$ cat src/rtl/lc3b_write_buffer_pkg.sv
// Shared types and default widths for the L1-eviction write-back buffer.
package lc3b_write_buffer_pkg;

  localparam int LC3B_WB_ADR_W = 12;   // tracks lc3b_wb_adr
  localparam int LC3B_LINE_W   = 128;  // tracks lc3b_line

  typedef enum logic {
    WB_IDLE  = 1'b0,
    WB_DRAIN = 1'b1
  } lc3b_wbuf_state;

endpackage

$ cat src/rtl/lc3b_wbuf_cam.sv
// DEPTH-way address CAM; walks entries oldest to youngest from the head so the
// youngest matching entry wins. Optionally ignores the head entry.
module lc3b_wbuf_cam
  import lc3b_write_buffer_pkg::*;
#(
  parameter int ADDR_W = LC3B_WB_ADR_W,
  parameter int DEPTH  = 4,
  parameter int PTR_W  = $clog2(DEPTH)
) (
  input  logic [DEPTH-1:0]             i_valid,
  input  logic [DEPTH-1:0][ADDR_W-1:0] i_addr,
  input  logic [PTR_W-1:0]             i_head,
  input  logic [ADDR_W-1:0]            i_key,
  input  logic                         i_skip_head,
  output logic                         o_hit,
  output logic [PTR_W-1:0]             o_idx
);

  always_comb begin
    logic [PTR_W-1:0] w_slot;
    o_hit  = 1'b0;
    o_idx  = '0;
    w_slot = i_head;
    for (int k = 0; k < DEPTH; k++) begin
      if (i_valid[w_slot] && !(i_skip_head && (w_slot == i_head)) &&
          (i_addr[w_slot] == i_key)) begin
        o_hit = 1'b1;
        o_idx = w_slot;
      end
      w_slot = (w_slot == PTR_W'(DEPTH - 1)) ? '0 : w_slot + 1'b1;
    end
  end

endmodule

$ cat src/rtl/lc3b_write_buffer.sv
// N-entry write-back buffer between L1 evictions and L2/pmem: one-cycle accept,
// oldest-first drain on watermark/idle/flush, in-place coalescing, lookup port.
module lc3b_write_buffer
  import lc3b_write_buffer_pkg::*;
#(
  parameter int ADDR_W       = LC3B_WB_ADR_W,
  parameter int LINE_W       = LC3B_LINE_W,
  parameter int DEPTH        = 4,
  parameter int DRAIN_THRESH = 2,
  parameter int IDLE_TIMEOUT = 8,
  parameter bit COALESCE     = 1'b1
) (
  input  logic                       clk,
  input  logic                       reset_n,
  input  logic                       in_write,
  input  logic [ADDR_W-1:0]          in_addr,
  input  logic [LINE_W-1:0]          in_wdata,
  output logic                       in_ready,
  input  logic [ADDR_W-1:0]          lk_addr,
  output logic                       lk_hit,
  output logic [LINE_W-1:0]          lk_rdata,
  input  logic                       flush,
  output logic                       flush_done,
  output logic                       pmem_write,
  output logic [ADDR_W-1:0]          pmem_address,
  output logic [LINE_W-1:0]          pmem_wdata,
  input  logic                       pmem_resp,
  output logic [$clog2(DEPTH+1)-1:0] count
);

  localparam int PTR_W  = $clog2(DEPTH);
  localparam int CNT_W  = $clog2(DEPTH + 1);
  localparam int IDLE_W = (IDLE_TIMEOUT > 0) ? $clog2(IDLE_TIMEOUT + 1) : 1;

  lc3b_wbuf_state               r_state, w_state_next;
  logic [DEPTH-1:0]             r_valid;
  logic [DEPTH-1:0][ADDR_W-1:0] r_addr;
  logic [DEPTH-1:0][LINE_W-1:0] r_data;
  logic [PTR_W-1:0]             r_head, r_tail;
  logic [CNT_W-1:0]             r_count, w_count_next;
  logic [IDLE_W-1:0]            r_idle_cnt;
  logic                         w_draining, w_idle_hit;
  logic                         w_coal_match, w_coal_hit, w_full;
  logic                         w_push, w_alloc, w_pop, w_lk_match;
  logic [PTR_W-1:0]             w_coal_idx, w_lk_idx;

  function automatic logic [PTR_W-1:0] ptr_inc(input logic [PTR_W-1:0] p);
    return (p == PTR_W'(DEPTH - 1)) ? '0 : p + 1'b1;
  endfunction

  function automatic logic start_ok(input logic [CNT_W-1:0] n, input logic fl,
                                    input logic idle_hit);
    return (n != '0) && ((n >= CNT_W'(DRAIN_THRESH)) || fl || idle_hit);
  endfunction

  // The head is excluded while draining: its bytes are already on the pmem bus.
  lc3b_wbuf_cam #(.ADDR_W(ADDR_W), .DEPTH(DEPTH)) u_coal_cam (
    .i_valid     (r_valid),
    .i_addr      (r_addr),
    .i_head      (r_head),
    .i_key       (in_addr),
    .i_skip_head (w_draining),
    .o_hit       (w_coal_match),
    .o_idx       (w_coal_idx)
  );

  lc3b_wbuf_cam #(.ADDR_W(ADDR_W), .DEPTH(DEPTH)) u_lk_cam (
    .i_valid     (r_valid),
    .i_addr      (r_addr),
    .i_head      (r_head),
    .i_key       (lk_addr),
    .i_skip_head (1'b0),
    .o_hit       (w_lk_match),
    .o_idx       (w_lk_idx)
  );

  assign w_coal_hit   = COALESCE & w_coal_match;
  assign w_full       = (r_count == CNT_W'(DEPTH));
  assign in_ready     = !w_full || w_coal_hit;
  assign w_push       = in_write && in_ready;
  assign w_alloc      = w_push && !w_coal_hit;
  assign w_pop        = w_draining && pmem_resp;
  assign w_count_next = r_count + CNT_W'(w_alloc) - CNT_W'(w_pop);
  assign w_idle_hit   = (r_idle_cnt == IDLE_W'(IDLE_TIMEOUT));

  assign lk_hit       = w_lk_match;
  assign lk_rdata     = w_lk_match ? r_data[w_lk_idx] : '0;
  assign pmem_address = r_addr[r_head];
  assign pmem_wdata   = r_data[r_head];
  assign count        = r_count;

  // NOTE: registers use non-blocking assignments so every flop samples pre-edge values.
  always_ff @(posedge clk) begin
    if (!reset_n) r_state <= WB_IDLE;
    else          r_state <= w_state_next;
  end

  always_comb begin
    // NOTE: default assignment first so no path leaves the signal unassigned (no latch).
    w_state_next = r_state;
    case (r_state)
      WB_IDLE:  if (start_ok(r_count, flush, w_idle_hit)) w_state_next = WB_DRAIN;
      WB_DRAIN: if (w_pop)
                  w_state_next = start_ok(w_count_next, flush, w_idle_hit) ? WB_DRAIN : WB_IDLE;
    endcase
  end

  always_comb begin
    w_draining = (r_state == WB_DRAIN);
    pmem_write = w_draining;
    flush_done = flush && (r_count == '0) && (r_state == WB_IDLE);
  end

  always_ff @(posedge clk) begin
    if (!reset_n) begin
      r_valid    <= '0;
      r_head     <= '0;
      r_tail     <= '0;
      r_count    <= '0;
      r_idle_cnt <= '0;
    end else begin
      if (w_pop) begin
        r_valid[r_head] <= 1'b0;
        r_head          <= ptr_inc(r_head);
      end
      if (w_alloc) begin
        r_valid[r_tail] <= 1'b1;
        r_tail          <= ptr_inc(r_tail);
      end
      r_count <= w_count_next;
      if (w_push || (r_count == '0)) r_idle_cnt <= '0;
      else if (!w_draining && !w_idle_hit) r_idle_cnt <= r_idle_cnt + 1'b1;
    end
  end

  // NOTE: line storage has no reset; r_valid alone decides which slots are live.
  always_ff @(posedge clk) begin
    if (w_alloc) begin
      r_addr[r_tail] <= in_addr;
      r_data[r_tail] <= in_wdata;
    end else if (w_push && w_coal_hit) begin
      r_data[w_coal_idx] <= in_wdata;
    end
  end

endmodule
$ cat config.mk
export PLATFORM = sky130hd
export DESIGN_NAME = lc3b_write_buffer
export DESIGN_NICKNAME = d
export VERILOG_FILES = /design/src/rtl/lc3b_write_buffer_pkg.sv /design/src/rtl/lc3b_wbuf_cam.sv /design/src/rtl/lc3b_write_buffer.sv
export SDC_FILE = /design/constraint.sdc
export NUM_CORES = 1
export LEC_CHECK = 0
export ABC_AREA = 1
export CAP_MARGIN = 10
export CORE_MARGIN = 2
export CORE_UTILIZATION = 30
export CTS_CLUSTER_SIZE = 10
export DETAILED_ROUTE_END_ITERATION = 10
export DONT_BUFFER_PORTS = 1
export GPL_TIMING_DRIVEN = 0
export MAX_ROUTING_LAYER = met4
export PLACE_DENSITY = 0.46
export SLEW_MARGIN = 20
export SYNTH_ARGS = -nofsm -noshare
export SYNTH_HDL_FRONTEND = slang
export SYNTH_SLANG_ARGS = --single-unit
$ cat constraint.sdc
create_clock -name clk -period 32 [get_ports clk]
set_clock_uncertainty 0.2 [all_clocks]
set_input_delay 6.4 -clock clk [delete_from_list [all_inputs] [get_ports clk]]
set_output_delay 6.4 -clock clk [all_outputs]
set_load 0.005 [all_outputs]
==> flow_metrics.env, run 1 <==
export IMPL_outcome="finished, final reports clean"
export IMPL_netlist_area_um2=34900
export IMPL_synth_top_family_by_area="simple AND/OR/NAND/NOR gates"
export IMPL_dpl_worst_slack_ns=15.78
export IMPL_min_path_cells=2
export IMPL_regArea_um2=17100
export IMPL_async_reset_ff_share_pct=0
export IMPL_crit_required_ns=25.40
export IMPL_syn_avg_cell_area_um2=7.75
export IMPL_ant_nets=0
export IMPL_synth_edf_count=560
export IMPL_synth_top_area_cell="edfxtp_1"
export IMPL_cts_tree="done"
export IMPL_gp_congestion=0.967
export IMPL_path_clk_slew_ns=0.05
export IMPL_layout_common_cells="nand2_1, a21oi_1, inv_1, nand3_1, edfxtp_1"
export IMPL_grt_pass1_vias=30900
export IMPL_critPathTopFamily="simple AND/OR/NAND/NOR gates"
export IMPL_fp_dieW_um=345
export IMPL_place_hpwl_um=112000
export IMPL_synth_fa_ha_area_share_pct=0.524
export IMPL_cp_slowest_cell="a21oi_1"
export IMPL_rsz0062_at_grt="no"
export IMPL_synth_main_ff_cell="edfxtp_1"
export IMPL_nets=4782
export IMPL_cap_viol_max_count=0
export IMPL_core_um2=116000
export IMPL_synthMuxAreaShare_pct=0
export IMPL_cts_made_buffers=76
export IMPL_synth_compound_area_share_pct=13.9
export IMPL_hold_viol_final=0
export IMPL_port_buffers=0
export IMPL_cts_buffer_depth=3
export IMPL_rows=125
export IMPL_yosys_top_cells_area="edfxtp_1, a21oi_1, nand2_1"
export IMPL_ys_ff_latch=576
export IMPL_drt_total_wl_um=157000
export IMPL_period_needed_ns=16.30
export IMPL_htree_levels=3
export IMPL_crit_chain="inv_1, nand3_1, nand2_1, nor2_1, nand2_1, nor2_1, nand2_1, nand4_1, inv_1, clkbuf_2, clkbuf_1, a21oi_1"
export IMPL_setup_ws_ns=15.70
export IMPL_synthToLayoutAreaGrowth_pct=14.6
export IMPL_final_setup_tns_ns=0
export IMPL_ctsResizeCount=0
export IMPL_die_h_um=345
export IMPL_p_per_area_nw_per_um2=65.8
export IMPL_clockRootBuffer="clkbuf_16"
export IMPL_yosysTopAreaCellShare_pct=48.2
export IMPL_multiInputGateArea_um2=13900
export IMPL_r2r_cells=32
export IMPL_max_freq_mhz=61.3
export IMPL_yosys_warnings=0
export IMPL_synth_xor_xnor_area_share_pct=0.301
export IMPL_drt_initial_drc_count=3362
export IMPL_viasPerCell=5.25
export IMPL_die_area_um2=119000
export IMPL_synthSimpleGateAreaFrac_pct=25.0
export IMPL_io_pins=432
export IMPL_ys_types=36
export IMPL_grt_pass1_wl_um=220000
export IMPL_arrival_ns=9.70
export IMPL_finalSetupViolations=0
export IMPL_postSynthCellCount=4501
export IMPL_crit_top_cell="nand2_1"
export IMPL_slew_violations=0
export IMPL_worst_slew_pin_slew_ns=1.18
export IMPL_post_cts_buffers=0
export IMPL_critPathBufInv=4
export IMPL_ys_seq_area_share_pct=49.1
export IMPL_vias=32500
export IMPL_critPathCaptureType="output port"
export IMPL_period_share_pct=50.9
export IMPL_drive_gt1_share_pct=7.59
export IMPL_hold_class="reg -> reg"
export IMPL_crit_path_start_kind="input pin"
export IMPL_postSynthNetCount=4672
export IMPL_cpPeakStageDelay_ns=0.62
export IMPL_crit_cells=12
export IMPL_overflow=0
export IMPL_path_max_fanout=10
export IMPL_crit_type="in -> out"
export IMPL_clock_sinks=576
export IMPL_ctsHoldBuffers=0
export IMPL_clock_latency_ns=0.66
export IMPL_layout_cells_most_common="nand2_1"
export IMPL_drc_errors=0
export IMPL_power_leakage_uw=0.0169
export IMPL_initial_core_util_pct=30.1
export IMPL_antenna_found_initial=19
export IMPL_grt_start_max_net_pins=24
export IMPL_dr_pass1_iters=8
export IMPL_fillers=12300
export IMPL_wl_per_cell_um=25.2
export IMPL_grt_use_total_pct=26.3
export IMPL_slew_headroom_pct=21.2
export IMPL_vdd_drop_max_v=0.0000388
## final timing paths
| path | startpoint | end | slack (ns) |
|---|---|---|---|
| worst max-delay path | lk_addr[9] | lk_rdata[7] | 15.70 |
| worst min-delay path | r_valid[3]$_SDFF_PN0_ | r_valid[3]$_SDFF_PN0_ | 0.27 |
| worst max register to register | r_head[0]$_SDFFE_PN0P_ | r_data[313]$_DFFE_PP_ | 23.40 |
| worst min register to register | r_valid[3]$_SDFF_PN0_ | r_valid[3]$_SDFF_PN0_ | 0.27 |
## area by class of cell
type                       count  area share (%)
tap                         1524            4.77
multi-input combinational   2976            34.8
inverter                     621            5.83
timing repair buffer          32            1.95
antenna                       16           0.100
sequential                   576            42.9
buffer                       328            3.90
clock inverter                27           0.548
clock buffer                 104            5.26
## sequential cells by signal, summed over array words and instances, names as in the netlist
| signal | count |
|---|---|
| r_head | 2 |
| r_addr | 48 |
| r_valid | 4 |
| pmem_write | 1 |
| r_idle_cnt | 4 |
| r_data | 512 |
| count | 3 |
| r_tail | 2 |
## stage by stage
stage          hold slack (ns)  std cells  total power [uW]  util [%]  instance area (um2)
2_1_floorplan            0.254       4501              1470         -                34900
3_5_place_dp             0.267       6057              1810      32.5                37600
5_1_grt                  0.289       6200              2750      34.5                40000
3_3_place_gp             0.274       6025              1810      31.8                36800
6_report                 0.274       6204              2630      34.5                40000
4_1_cts                  0.275       6188              2640      34.5                39900
## worst reg2reg max path: cells and delay by family, from the launching register on
kind / cells / cell delay [ns]
flops: 1 / 0.34
buf+inv: 17 / 5.01
simple gates: 14 / 2.37
fa+ha+maj: 1 / 0.36
## synth_stat cells (all sizes together), types with 2 or more instances
cell type  number
o21ai         172
o211ai          2
nand3         563
a21oi         785
xor2           10
nand3b        131
nand2         922
inv           620
or2             7
dfxtp          16
buf           189
edfxtp        560
clkbuf        139
nand4           5
o22ai           2
nor2          355
xnor2           2
ha             13
nor3            2
## per-layer routing
metal	vias to the layer above	wire (um)	GRT usage, %
met5	-	0	-
met3	200	14000	5.85
met2	1358	73500	41.9
li1	15200	-	-
met1	15800	64900	33.4
met4	0	4160	7.53
## power by group
group	switching (uW)	internal [uW]
clock	352	468
sequential	28.3	908
combinational	639	233
## logic make-up after synthesis
logic type               after synthesis
AO/OA/AOI/OAI                        964
adder cells (fa/ha/maj)               14
AND/OR/NAND/NOR                     1986
flip-flops                           576
buffers and inverters                949
XOR/XNOR                              12
Power figures use the tool's default switching activity.
==> inputs of run 2 (changes only) <==
Clock period 32 ns to 15.6 ns, I/O delays scaled along.
==> results of run 2 <==
Same layout as run 1 (identical final DEF). Status: finished, final reports clean.
Main changes from that run: setup slack after placement 15.78 ns -> 4.46 ns; setup slack after layout 15.70 ns -> 3.70 ns; start point of the critical path lk_addr[9] -> r_head[0]$_SDFFE_PN0P_; register-to-register setup slack 23.40 ns -> 7.00 ns; total power 2630 uW -> 5390 uW; worst IR drop on VDD 0.0000388 V -> 0.0000797 V
